==> src/rtl/instr_fetch_unit.sv <==
// Instruction fetch unit: owns the PC, reads the instruction memory combinationally,
// and hands instruction bytes to decode over a valid/ready output register.
module instr_fetch_unit #(
    parameter int ADDR_W   = 8,
    parameter int PROG_LEN = 8,
    parameter int RESET_PC = 0,
    parameter int CNT_W    = 16
) (
    input  logic              clk,
    input  logic              rst_n,
    input  logic              en,
    output logic [ADDR_W-1:0] Read_Address,
    input  logic [7:0]        instruction,
    input  logic              redirect,
    input  logic [ADDR_W-1:0] redirect_addr,
    output logic              out_valid,
    input  logic              out_ready,
    output logic [ADDR_W-1:0] out_pc,
    output logic [7:0]        out_instr,
    output logic [1:0]        out_op,
    output logic [1:0]        out_rs,
    output logic [1:0]        out_rt,
    output logic [1:0]        out_rd,
    output logic [7:0]        out_imm,
    output logic [CNT_W-1:0]  fetch_count
);

    localparam logic [ADDR_W-1:0] RESET_PC_V = ADDR_W'(RESET_PC);
    localparam logic [ADDR_W-1:0] LAST_PC    = ADDR_W'(PROG_LEN - 1);

    typedef enum logic {
        IDLE = 1'b0,
        RUN  = 1'b1
    } state_t;

    state_t             state_q, state_d;
    logic [ADDR_W-1:0]  pc_q, pc_d;
    logic               out_valid_q, out_valid_d;
    logic [ADDR_W-1:0]  out_pc_q, out_pc_d;
    logic [7:0]         out_instr_q, out_instr_d;
    logic [CNT_W-1:0]   fetch_count_q, fetch_count_d;

    logic load;
    logic transfer;

    assign load     = (state_q == RUN) && en && (!out_valid_q || out_ready) && !redirect;
    assign transfer = out_valid_q && out_ready;

    always_comb begin
        state_d       = en ? RUN : IDLE;
        pc_d          = pc_q;
        out_valid_d   = out_valid_q;
        out_pc_d      = out_pc_q;
        out_instr_d   = out_instr_q;
        fetch_count_d = fetch_count_q;

        // A transfer coincident with a redirect was already accepted, so it still counts.
        if (transfer && (fetch_count_q != {CNT_W{1'b1}})) begin
            fetch_count_d = fetch_count_q + CNT_W'(1);
        end

        if (redirect) begin
            pc_d        = redirect_addr;
            out_valid_d = 1'b0;
        end else if (load) begin
            out_instr_d = instruction;
            out_pc_d    = pc_q;
            out_valid_d = 1'b1;
            pc_d        = (pc_q == LAST_PC) ? RESET_PC_V : pc_q + ADDR_W'(1);
        end else if (transfer) begin
            out_valid_d = 1'b0;
        end
    end

    always_ff @(posedge clk or negedge rst_n) begin
        if (!rst_n) begin
            state_q       <= IDLE;
            pc_q          <= RESET_PC_V;
            out_valid_q   <= 1'b0;
            out_pc_q      <= '0;
            out_instr_q   <= '0;
            fetch_count_q <= '0;
        end else begin
            state_q       <= state_d;
            pc_q          <= pc_d;
            out_valid_q   <= out_valid_d;
            out_pc_q      <= out_pc_d;
            out_instr_q   <= out_instr_d;
            fetch_count_q <= fetch_count_d;
        end
    end

    assign Read_Address = pc_q;
    assign out_valid    = out_valid_q;
    assign out_pc       = out_pc_q;
    assign out_instr    = out_instr_q;
    assign fetch_count  = fetch_count_q;

    assign out_op  = out_instr_q[7:6];
    assign out_rs  = out_instr_q[5:4];
    assign out_rt  = out_instr_q[3:2];
    assign out_rd  = out_instr_q[1:0];
    assign out_imm = {{6{out_instr_q[1]}}, out_instr_q[1:0]};

endmodule

==> config.mk <==
export PLATFORM = sky130hd
export DESIGN_NAME = instr_fetch_unit
export DESIGN_NICKNAME = d
export VERILOG_FILES = /design/src/rtl/instr_fetch_unit.sv
export SDC_FILE = /design/constraint.sdc
export NUM_CORES = 1
export LEC_CHECK = 0
export CORE_ASPECT_RATIO = 1.75
export CORE_MARGIN = 2
export CORE_UTILIZATION = 48
export DETAILED_ROUTE_END_ITERATION = 7
export PLACE_DENSITY_LB_ADDON = 0.08
export SLEW_MARGIN = 10
export SYNTH_ARGS = -nofsm -noshare
export SYNTH_HDL_FRONTEND = slang
export SYNTH_SLANG_ARGS = --single-unit
==> constraint.sdc <==
create_clock -name clk -period 2.8 [get_ports clk]
set_input_delay 0.7 -clock clk [delete_from_list [all_inputs] [get_ports clk]]
set_output_delay 0.7 -clock clk [all_outputs]
set_load 0.1 [all_outputs]
== After elaboration in Yosys (flattened, before gate mapping) ==
Index checks and enable logic that the tools add are counted.

* Output and inout bits: 57
* Bits in registers: 42
* Word-level logic and storage cells: 29
* Bits of input ports: 21

* Mux-type cells: 7
* Eq/ne operators: 2
* Reduce and logical (&&, ||, !) cells: 11
* Bitwise gates (word level): 1
* $add $sub $neg: 2

{| class="wikitable"
|+ Operators by type and width
! kind !! number
|-
| 8-bit two-way mux || 3
|-
| 16-bit by 1-bit adder with 16-bit output (second input constant) || 1
|-
| 16-bit inequality test (second input constant) || 1
|-
| 8-bit by 1-bit adder with 8-bit output (second input constant) || 1
|-
| 8-bit by 3-bit equality test with 1-bit output (second input constant) || 1
|-
| 1-bit logical AND || 5
|-
| 1-bit two-way mux || 4
|-
| 3-bit nonzero test || 1
|-
| 1-bit zero test || 2
|-
| 2-bit AND reduction || 1
|-
| 2-bit nonzero test || 1
|-
| 1-bit logical OR || 1
|-
| 1-bit inverter || 1
|}

== Longest topological paths before layout ==
Gate-level depths: netlist of the first run.

* Word-level depth: 6
* Depth in mapped cells: 5
* Gate-level depth less buffers: 5

== Worst setup path after synthesis of the first run ==
OpenSTA, ideal clock, no wires.

* Path kind: register to register
* From: reg fetch_count_q[0] (netlist: fetch_count[0])
* To: reg fetch_count_q[5] (netlist: fetch_count[5])
* Stages on the path, launching flop included: 6
* Setup time: 0.166 ns
* Arrival time: 2.336 ns
* Path slack: 0.298 ns
* Path through: dfrtp_1 ha_1 nand4_2 or4_1 and2_1 xor2_1

* Longest elaborated chain between the ends: 2

{| class="wikitable"
|+ RTL lines
! element !! RTL line !! source
|-
| start, declared || 41 || <nowiki>logic [CNT_W-1:0] fetch_count_q, fetch_count_d;</nowiki>
|-
| start signal, assigned || 89 || <nowiki>fetch_count_q <= fetch_count_d;</nowiki>
|-
| parallel branches: the longest is 2 deep, another holds 16-bit by 1-bit adder with 16-bit output || n/a ||
|}

Parallel ways; which one is timed is not known.
A chain may end at the register's enable or synchronous reset.

== Worst setup path after layout of the first run ==
* From: in en
* To: reg pc_q[3] (netlist: Read_Address[3])

* Longest elaborated chain between the ends: 4

{| class="wikitable"
|+ RTL lines
! element !! RTL line !! source
|-
| start, declared || 11 || <nowiki>input logic en,</nowiki>
|-
| 1-bit logical AND (3 in a row) || 46 || <nowiki>assign load = (state_q == RUN) && en && (!out_valid_q || out_ready) && !redirect;</nowiki>
|-
| 2-bit nonzero test (no source line) || n/a ||
|-
| end signal, assigned || 85 || <nowiki>pc_q <= pc_d;</nowiki>
|-
| end, declared || 37 || <nowiki>logic [ADDR_W-1:0] pc_q, pc_d;</nowiki>
|}

No other way between the ends.

==> results by group, run 1 <==
CTS
  – Skew-Pair Late Insertion Delay: 0.29 ns
  – H-tree Lvls: 2
  – CTS Sinks: between 40 and 50
  – Number of buffers created by CTS: 5
  – Root Driver: clkbuf_8
  – Hold-fix buffers, CTS: 0
  – Post CTS Setup Buffer Count: 0
  – CTS resizes: 0
  – CTS max path bufs: 2
  – CTS tree: done
  – Clk slew on worst S/H paths: 0.08 ns

Timing
  – Slew headroom: 0.6560
  – Max Slew Vio Count: 0
  – Clk_skew: between 0.009 and 0.01 ns
  – Worst-Margin Slew: 0.5160 ns
  – RSZ-0062 raised after global routing: no
  – Maximum clock rate: ~480 MHz
  – Final setup fails: 0
  – Final hold violation count: 0
  – Worst Hold Margin: roughly 0.38 ns
  – Setup tns final: 0 ns
  – Tmin final: 2.099 ns
  – Tcrit/Tclk final: 0.7498

Power and ir drop
  – Worst vdd ir: 1.362 mV
  – Power Dens Cells: 959.0 nW/um^2
  – Leak: 1.277 nW

Worst setup path
  – R2r setup slk: roughly 0.94 ns
  – CP max-delay cell: clkdlybuf4s50_1
  – Crit-path max cell delay: 0.51 ns
  – Buffers & Inverters on Critical Path: 1
  – CP arrival: 2.32 ns
  – Critical path class: input pin to flip-flop
  – CP Capture Type: flip-flop
  – Reg2reg start: fetch_count[0]
  – Reg-to-reg endpoint: fetch_count[5]
  – CP cell instances: clkdlybuf4s50_1, nand2_1, or3_4, or3b_1, a21oi_2
  – Worst Setup Start Kind: input pin
  – Top delay family on crit path: simple AND/OR/NAND/NOR gates
  – R2R depth: 5
  – Req. time, crit path: 3.02 ns
  – Crit Path Max Fanout: 10

Hold path
  – Worst hold path type: input pin to asynchronous set/reset pin

Routing
  – Vias per cell: 5.301
  – DR pass1 iterations: 4
  – Routed WL per cell: roughly 14 um
  – Antenna viol nets, final: 0
  – Vias: 1585
  – Routed Wire Length: around 4200 um
  – Initial DRC Count: 35
  – Post-route DRC: 0

Run
  – Max-Cap Viols: 0

Synthesis
  – Synth Area per Inst: 11.58 sq um
  – Top FF cell, synth: dfrtp_1
  – Sequential area share after synthesis: 0.4988
  – Commonest cells post-synth: 42 x dfrtp_1, 20 x mux2_2, 17 x buf_4
  – Mapped Cells: 182
  – Synth area leader: dfrtp_1
  – Yosys warnings: 0
  – EDFF count, synth: 0
  – Synthesized flop and latch total: 42
  – Area contributors post-synth: dfrtp_1 50%, mux2_2 11%, buf_4 6.1%, xnor2_1 4.2%, nand2_1 2.9%
  – Async SR Flop Fraction: 1.000
  – Syn Std Cell Area: 2107 sq um
  – Most common cell in the netlist: dfrtp_1
  – Library cells used by synthesis: 36
  – Synth top area share: 0.4988
  – Syn_nets: 205

GRT
  – Total track usage: 0.1861
  – Vias in the first global route: roughly 1500
  – GR met3 Demand/Resource: 0.03746
  – Initial antenna violation count: 0
  – Met1 Usage GRT: 0.2207
  – First-pass GRT wire length: 6837 um
  – Total gr overflow: 0
  – Largest net degree at the start of global routing: 24
  – M2 GR Usage: 0.3130
  – Global routing's busiest layer: met2

Placement
  – Dpl cell area: 2675 sq um
  – Gpl congestion: 0.8098
  – Post-DP HPWL: 3224 um
  – Cell count after placement: between 200 and 300
  – IO buf count: 77

Final layout
  – Layout cell share with drive strength beyond 1: 0.3880
  – P&R area growth vs syn: 30.58%
  – Layout net count: between 200 and 300
  – Filler cells: 345
  – Final Instance Area: between 2000 and 3000 sq um
  – Post-Layout Cell Count: 299
  – Antenna cell count: 0

Floorplanning
  – Die width: 54.09 um
  – Core Footprint: ~4200 sq um
  – FP Rows: 31
  – Initial Utilization: 0.5030
  – I/O pin count: 78
  – Die height: just over 90 um
  – Die area: slightly below 5000 sq um

Status
  – Outcome: finished clean
per-stage QoR:
step / setup WS (ns) / total power [mW] / util
3_5_place_dp: 0.3861 / 2.302 / 0.6386
5_1_grt: 0.6053 / 2.742 / 0.6568
4_1_cts: 0.7089 / 2.666 / 0.6568
3_3_place_gp: 0.4182 / 2.294 / 0.6386
6_report: 0.7006 / 2.639 / 0.6568
2_1_floorplan: 0.2981 / 2.049 / -
routing by layer:
layer  share of wire  wire, um
met5               0         0
met4           0.022        91
met3           0.044       187
met2            0.55      2318
met1            0.38      1616
flip-flops by register name (all words and copies together) (netlist names):
| name | cells |
|---|---|
| state_q | 1 |
| out_instr | 8 |
| out_valid | 1 |
| fetch_count | 16 |
| out_pc | 8 |
| Read_Address | 8 |
power by group:
group / switching [mW] / internal (mW) / leakage (nW) / total (mW)
Sequential: 0.0999 / 0.701 / 0.530 / 0.801
Clock: 0.186 / 0.172 / 0.0383 / 0.358
Combinational: 1.19 / 0.287 / 0.708 / 1.48
cell usage in the layout, fill, tap and decap left out, drive strengths merged:
cell type / Yosys / routed
buf: 18 / 62
dfrtp: 42 / 42
mux2: 20 / 20
clkdlybuf4s50: 0 / 19
nand2: 16 / 16
nand3: 11 / 11
xnor2: 10 / 10
nor3: 7 / 7
clkbuf: 2 / 7
nand4: 7 / 7
xor2: 6 / 6
o21ai: 6 / 6
a21oi: 5 / 5
nor4: 5 / 5
nor2b: 4 / 4
nor2: 3 / 3
or4: 3 / 3
a31oi: 2 / 2
nor3b: 2 / 2
and2: 2 / 2
ha: 2 / 2
or3: 2 / 2
nor4b: 1 / 1
or3b: 1 / 1
o21a: 1 / 1
inv: 1 / 1
and3: 1 / 1
or2: 1 / 1
o211ai: 1 / 1
logic make-up (layout without fill, tap and decap cells):
kind of cell               Yosys count  count (layout)  synth area share
buffers and inverters               21              89           0.07126
adders and majority gates            2               2           0.01187
DFF                                 42              42            0.4988
muxes                               20              20            0.1069
and+or+nand+nor                     66              66            0.2037
xor gates and xnor gates            16              16           0.06651
AOI/OAI and AO/OA                   15              15           0.04098
area by class of cell:
cell class / count / area [sq um] / share of cell area
tap: 49 / 61.31 / 0.02228
timing repair buffer: 81 / 653.1 / 0.2374
sequential: 42 / 1051 / 0.3820
inverter: 1 / 3.754 / 0.001364
clock buffer: 7 / 76.32 / 0.02774
multi-input combinational: 119 / 905.9 / 0.3292
worst max-delay path by stage:
stage,start,to,cells past startpoint
4_1_cts,out_ready,fetch_count[15],5
3_3_place_gp,out_ready,fetch_count[15],5
5_1_grt,out_ready,fetch_count[15],5
2_1_floorplan,fetch_count[0],fetch_count[5],5
6_report,en,Read_Address[3],5
3_5_place_dp,out_ready,fetch_count[15],5
Note: power is estimated with default switching activity, not from simulation.
==> run 2, diff against run 1 <==
--- a/config.mk
+++ b/config.mk
@@ -7,7 +7,7 @@
 export LEC_CHECK = 0
 export CORE_ASPECT_RATIO = 1.75
 export CORE_MARGIN = 2
-export CORE_UTILIZATION = 48
+export CORE_UTILIZATION = 40
 export DETAILED_ROUTE_END_ITERATION = 7
 export PLACE_DENSITY_LB_ADDON = 0.08
 export SLEW_MARGIN = 10
==> constraint.sdc (replaced) <==
create_clock -name clk -period 1.7 [get_ports clk]
set_input_delay 0.425 -clock clk [delete_from_list [all_inputs] [get_ports clk]]
set_output_delay 0.425 -clock clk [all_outputs]
set_load 0.1 [all_outputs]
==> results by group, run 2 (synthesized netlist as in run 1, its figures left out) <==
Hold path
  – Worst hold path type: input pin to asynchronous set/reset pin

GRT
  – Total gr overflow: 0
  – Vias in the first global route: roughly 1800
  – Total track usage: 0.1881
  – Initial antenna violation count: 0
  – Largest net degree at the start of global routing: 25
  – First-pass GRT wire length: between 8000 and 9000 um

Final layout
  – Final Instance Area: 3884 sq um
  – Post-Layout Cell Count: 329
  – Layout Utilization: 0.7516
  – Layout cell share with drive strength beyond 1: 0.5985
  – Most frequent cells in the layout: 59 x buf_12, 24 x buf_4, 22 x dfrtp_4, 18 x clkdlybuf4s50_1, 15 x nand2_1
  – Max reg flops: 16
  – P&R area growth vs syn: 84.32%
  – Layout net count: 296
  – Filler cells: 331
  – Antenna cell count: 0
  – Most common cell after layout, fill and taps aside: buf_12

Routing
  – Post-route DRC: 5
  – Routed WL per cell: between 15 and 20 um
  – Routed Wire Length: 5107 um
  – Antenna viol nets, final: 0
  – Vias per cell: 5.158
  – Vias: 1697
  – DR pass1 iterations: 6
  – Initial DRC Count: a little under 50

Floorplanning
  – FP Rows: 35
  – Initial Utilization: 0.4077
  – Die width: 58.87 um
  – Core Footprint: 5167 sq um
  – Die height: 100.0 um
  – I/O pin count: 78
  – Die area: 5887 sq um

CTS
  – CTS tree: done
  – Hold-fix buffers, CTS: 0
  – Clk slew on worst S/H paths: around 0.080 ns
  – CTS Sinks: 42
  – Number of buffers created by CTS: 5
  – Root Driver: clkbuf_8
  – Post CTS Setup Buffer Count: 0
  – CTS max path bufs: 2
  – H-tree Lvls: 2
  – Skew-Pair Late Insertion Delay: 0.29 ns

Worst setup path
  – Critical path class: flip-flop to flip-flop
  – CP arrival: about 1.9 ns
  – CP cell instances: or4_4, or3_4, or3b_1, a21oi_2
  – Crit Path Max Fanout: 3
  – CP max-delay cell: or4_4
  – Crit-path max cell delay: 0.54 ns
  – Worst Setup Start Kind: flip-flop
  – CP Capture Type: flip-flop
  – Req. time, crit path: 1.88 ns

Power and ir drop
  – Worst vdd ir: slightly below 0.9 mV
  – Leak: 1.624 nW
  – Power Dens Cells: 1387 nW/um^2

Placement
  – IO buf count: 77
  – Dpl cell area: 3756 sq um
  – Cell count after placement: 321
  – Post-DP HPWL: 4047 um
  – Gpl congestion: 0.8179

Run
  – Max-Cap Viols: 0

Timing
  – Slew headroom: 0.6845
  – RSZ-0062 raised after global routing: yes
  – Maximum clock rate: 587.5 MHz
  – Worst-Margin Slew: 0.4732 ns
  – Tmin final: between 1.5 and 2 ns
  – Max Slew Vio Count: 0
  – Setup tns final: -0.002250 ns
  – Final hold violation count: 0
  – Clk_skew: 0.002956 ns
  – Tcrit/Tclk final: 1.001
  – Final setup margin: -0.002250 ns
  – Final setup fails: 1

Status
  – Failing checks: design-rule violations, negative setup slack
  – Outcome: complete, but fails checks
[run 2: cell count changes in the layout (fill, tap and decap cells not counted), moves of 7 or more]
cell | before | now
buf_12 | 0 | 59
buf_4 | 61 | 24
dfrtp_1 | 42 | 10
dfrtp_4 | 0 | 22
dfrtp_2 | 0 | 10
mux2_2 | 20 | 13
mux2_4 | 0 | 7
[run 2: routing by layer]
layer	up-vias	track usage	share of wire
met3	6	0.03222	0.033
met1	841	0.2060	0.35
met5	-	0	0
li1	810	-	-
met4	0	0.06993	0.0082
met2	40	0.3479	0.61
[run 2: power breakdown]
part	internal [mW]	leakage, nW	switching (mW)	total (mW)
registers	1.20	0.483	0.273	1.48
clock network	0.328	0.0482	0.335	0.663
logic	1.18	1.09	2.07	3.25
total	2.72	1.62	2.67	5.39
[run 2: path summary, 6_finish.rpt]
path	slack [ns]	depth (start not counted)	endpoint	start
worst min register to register	0.56	1	fetch_count[12]	fetch_count[12]
worst max-delay path	-0.002	4	Read_Address[3]	Read_Address[5]
min in group clk	0.56	1	fetch_count[12]	fetch_count[12]
worst max register to register	-0.002	4	Read_Address[3]	Read_Address[5]
worst min-delay path	0.08	1	fetch_count[9]	rst_n
max in group asynchronous	1.12	2	Read_Address[1]	rst_n
[run 2: layout make-up]
| type | count | area, sq um | area share |
|---|---|---|---|
| Clock inverter | 1 | 5.005 | 0.001289 |
| Clock buffer | 7 | 86.33 | 0.02223 |
| Timing Repair Buffer | 104 | 1567 | 0.4034 |
| Inverter | 1 | 3.754 | 0.0009665 |
| Sequential cell | 42 | 1146 | 0.2951 |
| Multi-Input combinational cell | 119 | 1007 | 0.2593 |
| Tap cell | 55 | 68.82 | 0.01772 |
[run 2: timing repair]
action	CTS	global route
setup endpoints to repair	3	5
endpoints found under the hold margin	0	0
pin swaps	0	2
gates resized for setup	4	4
[run 2: worst max-delay path: cells and delay by family (launching register included)]
family	cells	cell delay, ns
AND/OR/NAND/NOR	3	1.08
flip-flops	1	0.47
AO/OA/AOI/OAI	1	0.04
[run 2: stage by stage]
| step | worst slack, ns | hold WS, ns | power [mW] |
|---|---|---|---|
| CTS | -0.01605 | 0.08990 | 5.434 |
| floorplan | -0.1372 | 0.1294 | 3.510 |
| global route | -0.02665 | 0.1049 | 5.557 |
| global placement | -0.3280 | 0.4148 | 4.728 |
| detailed placement | -0.3694 | 0.4147 | 4.760 |
| finish | -0.002250 | 0.07800 | 5.388 |
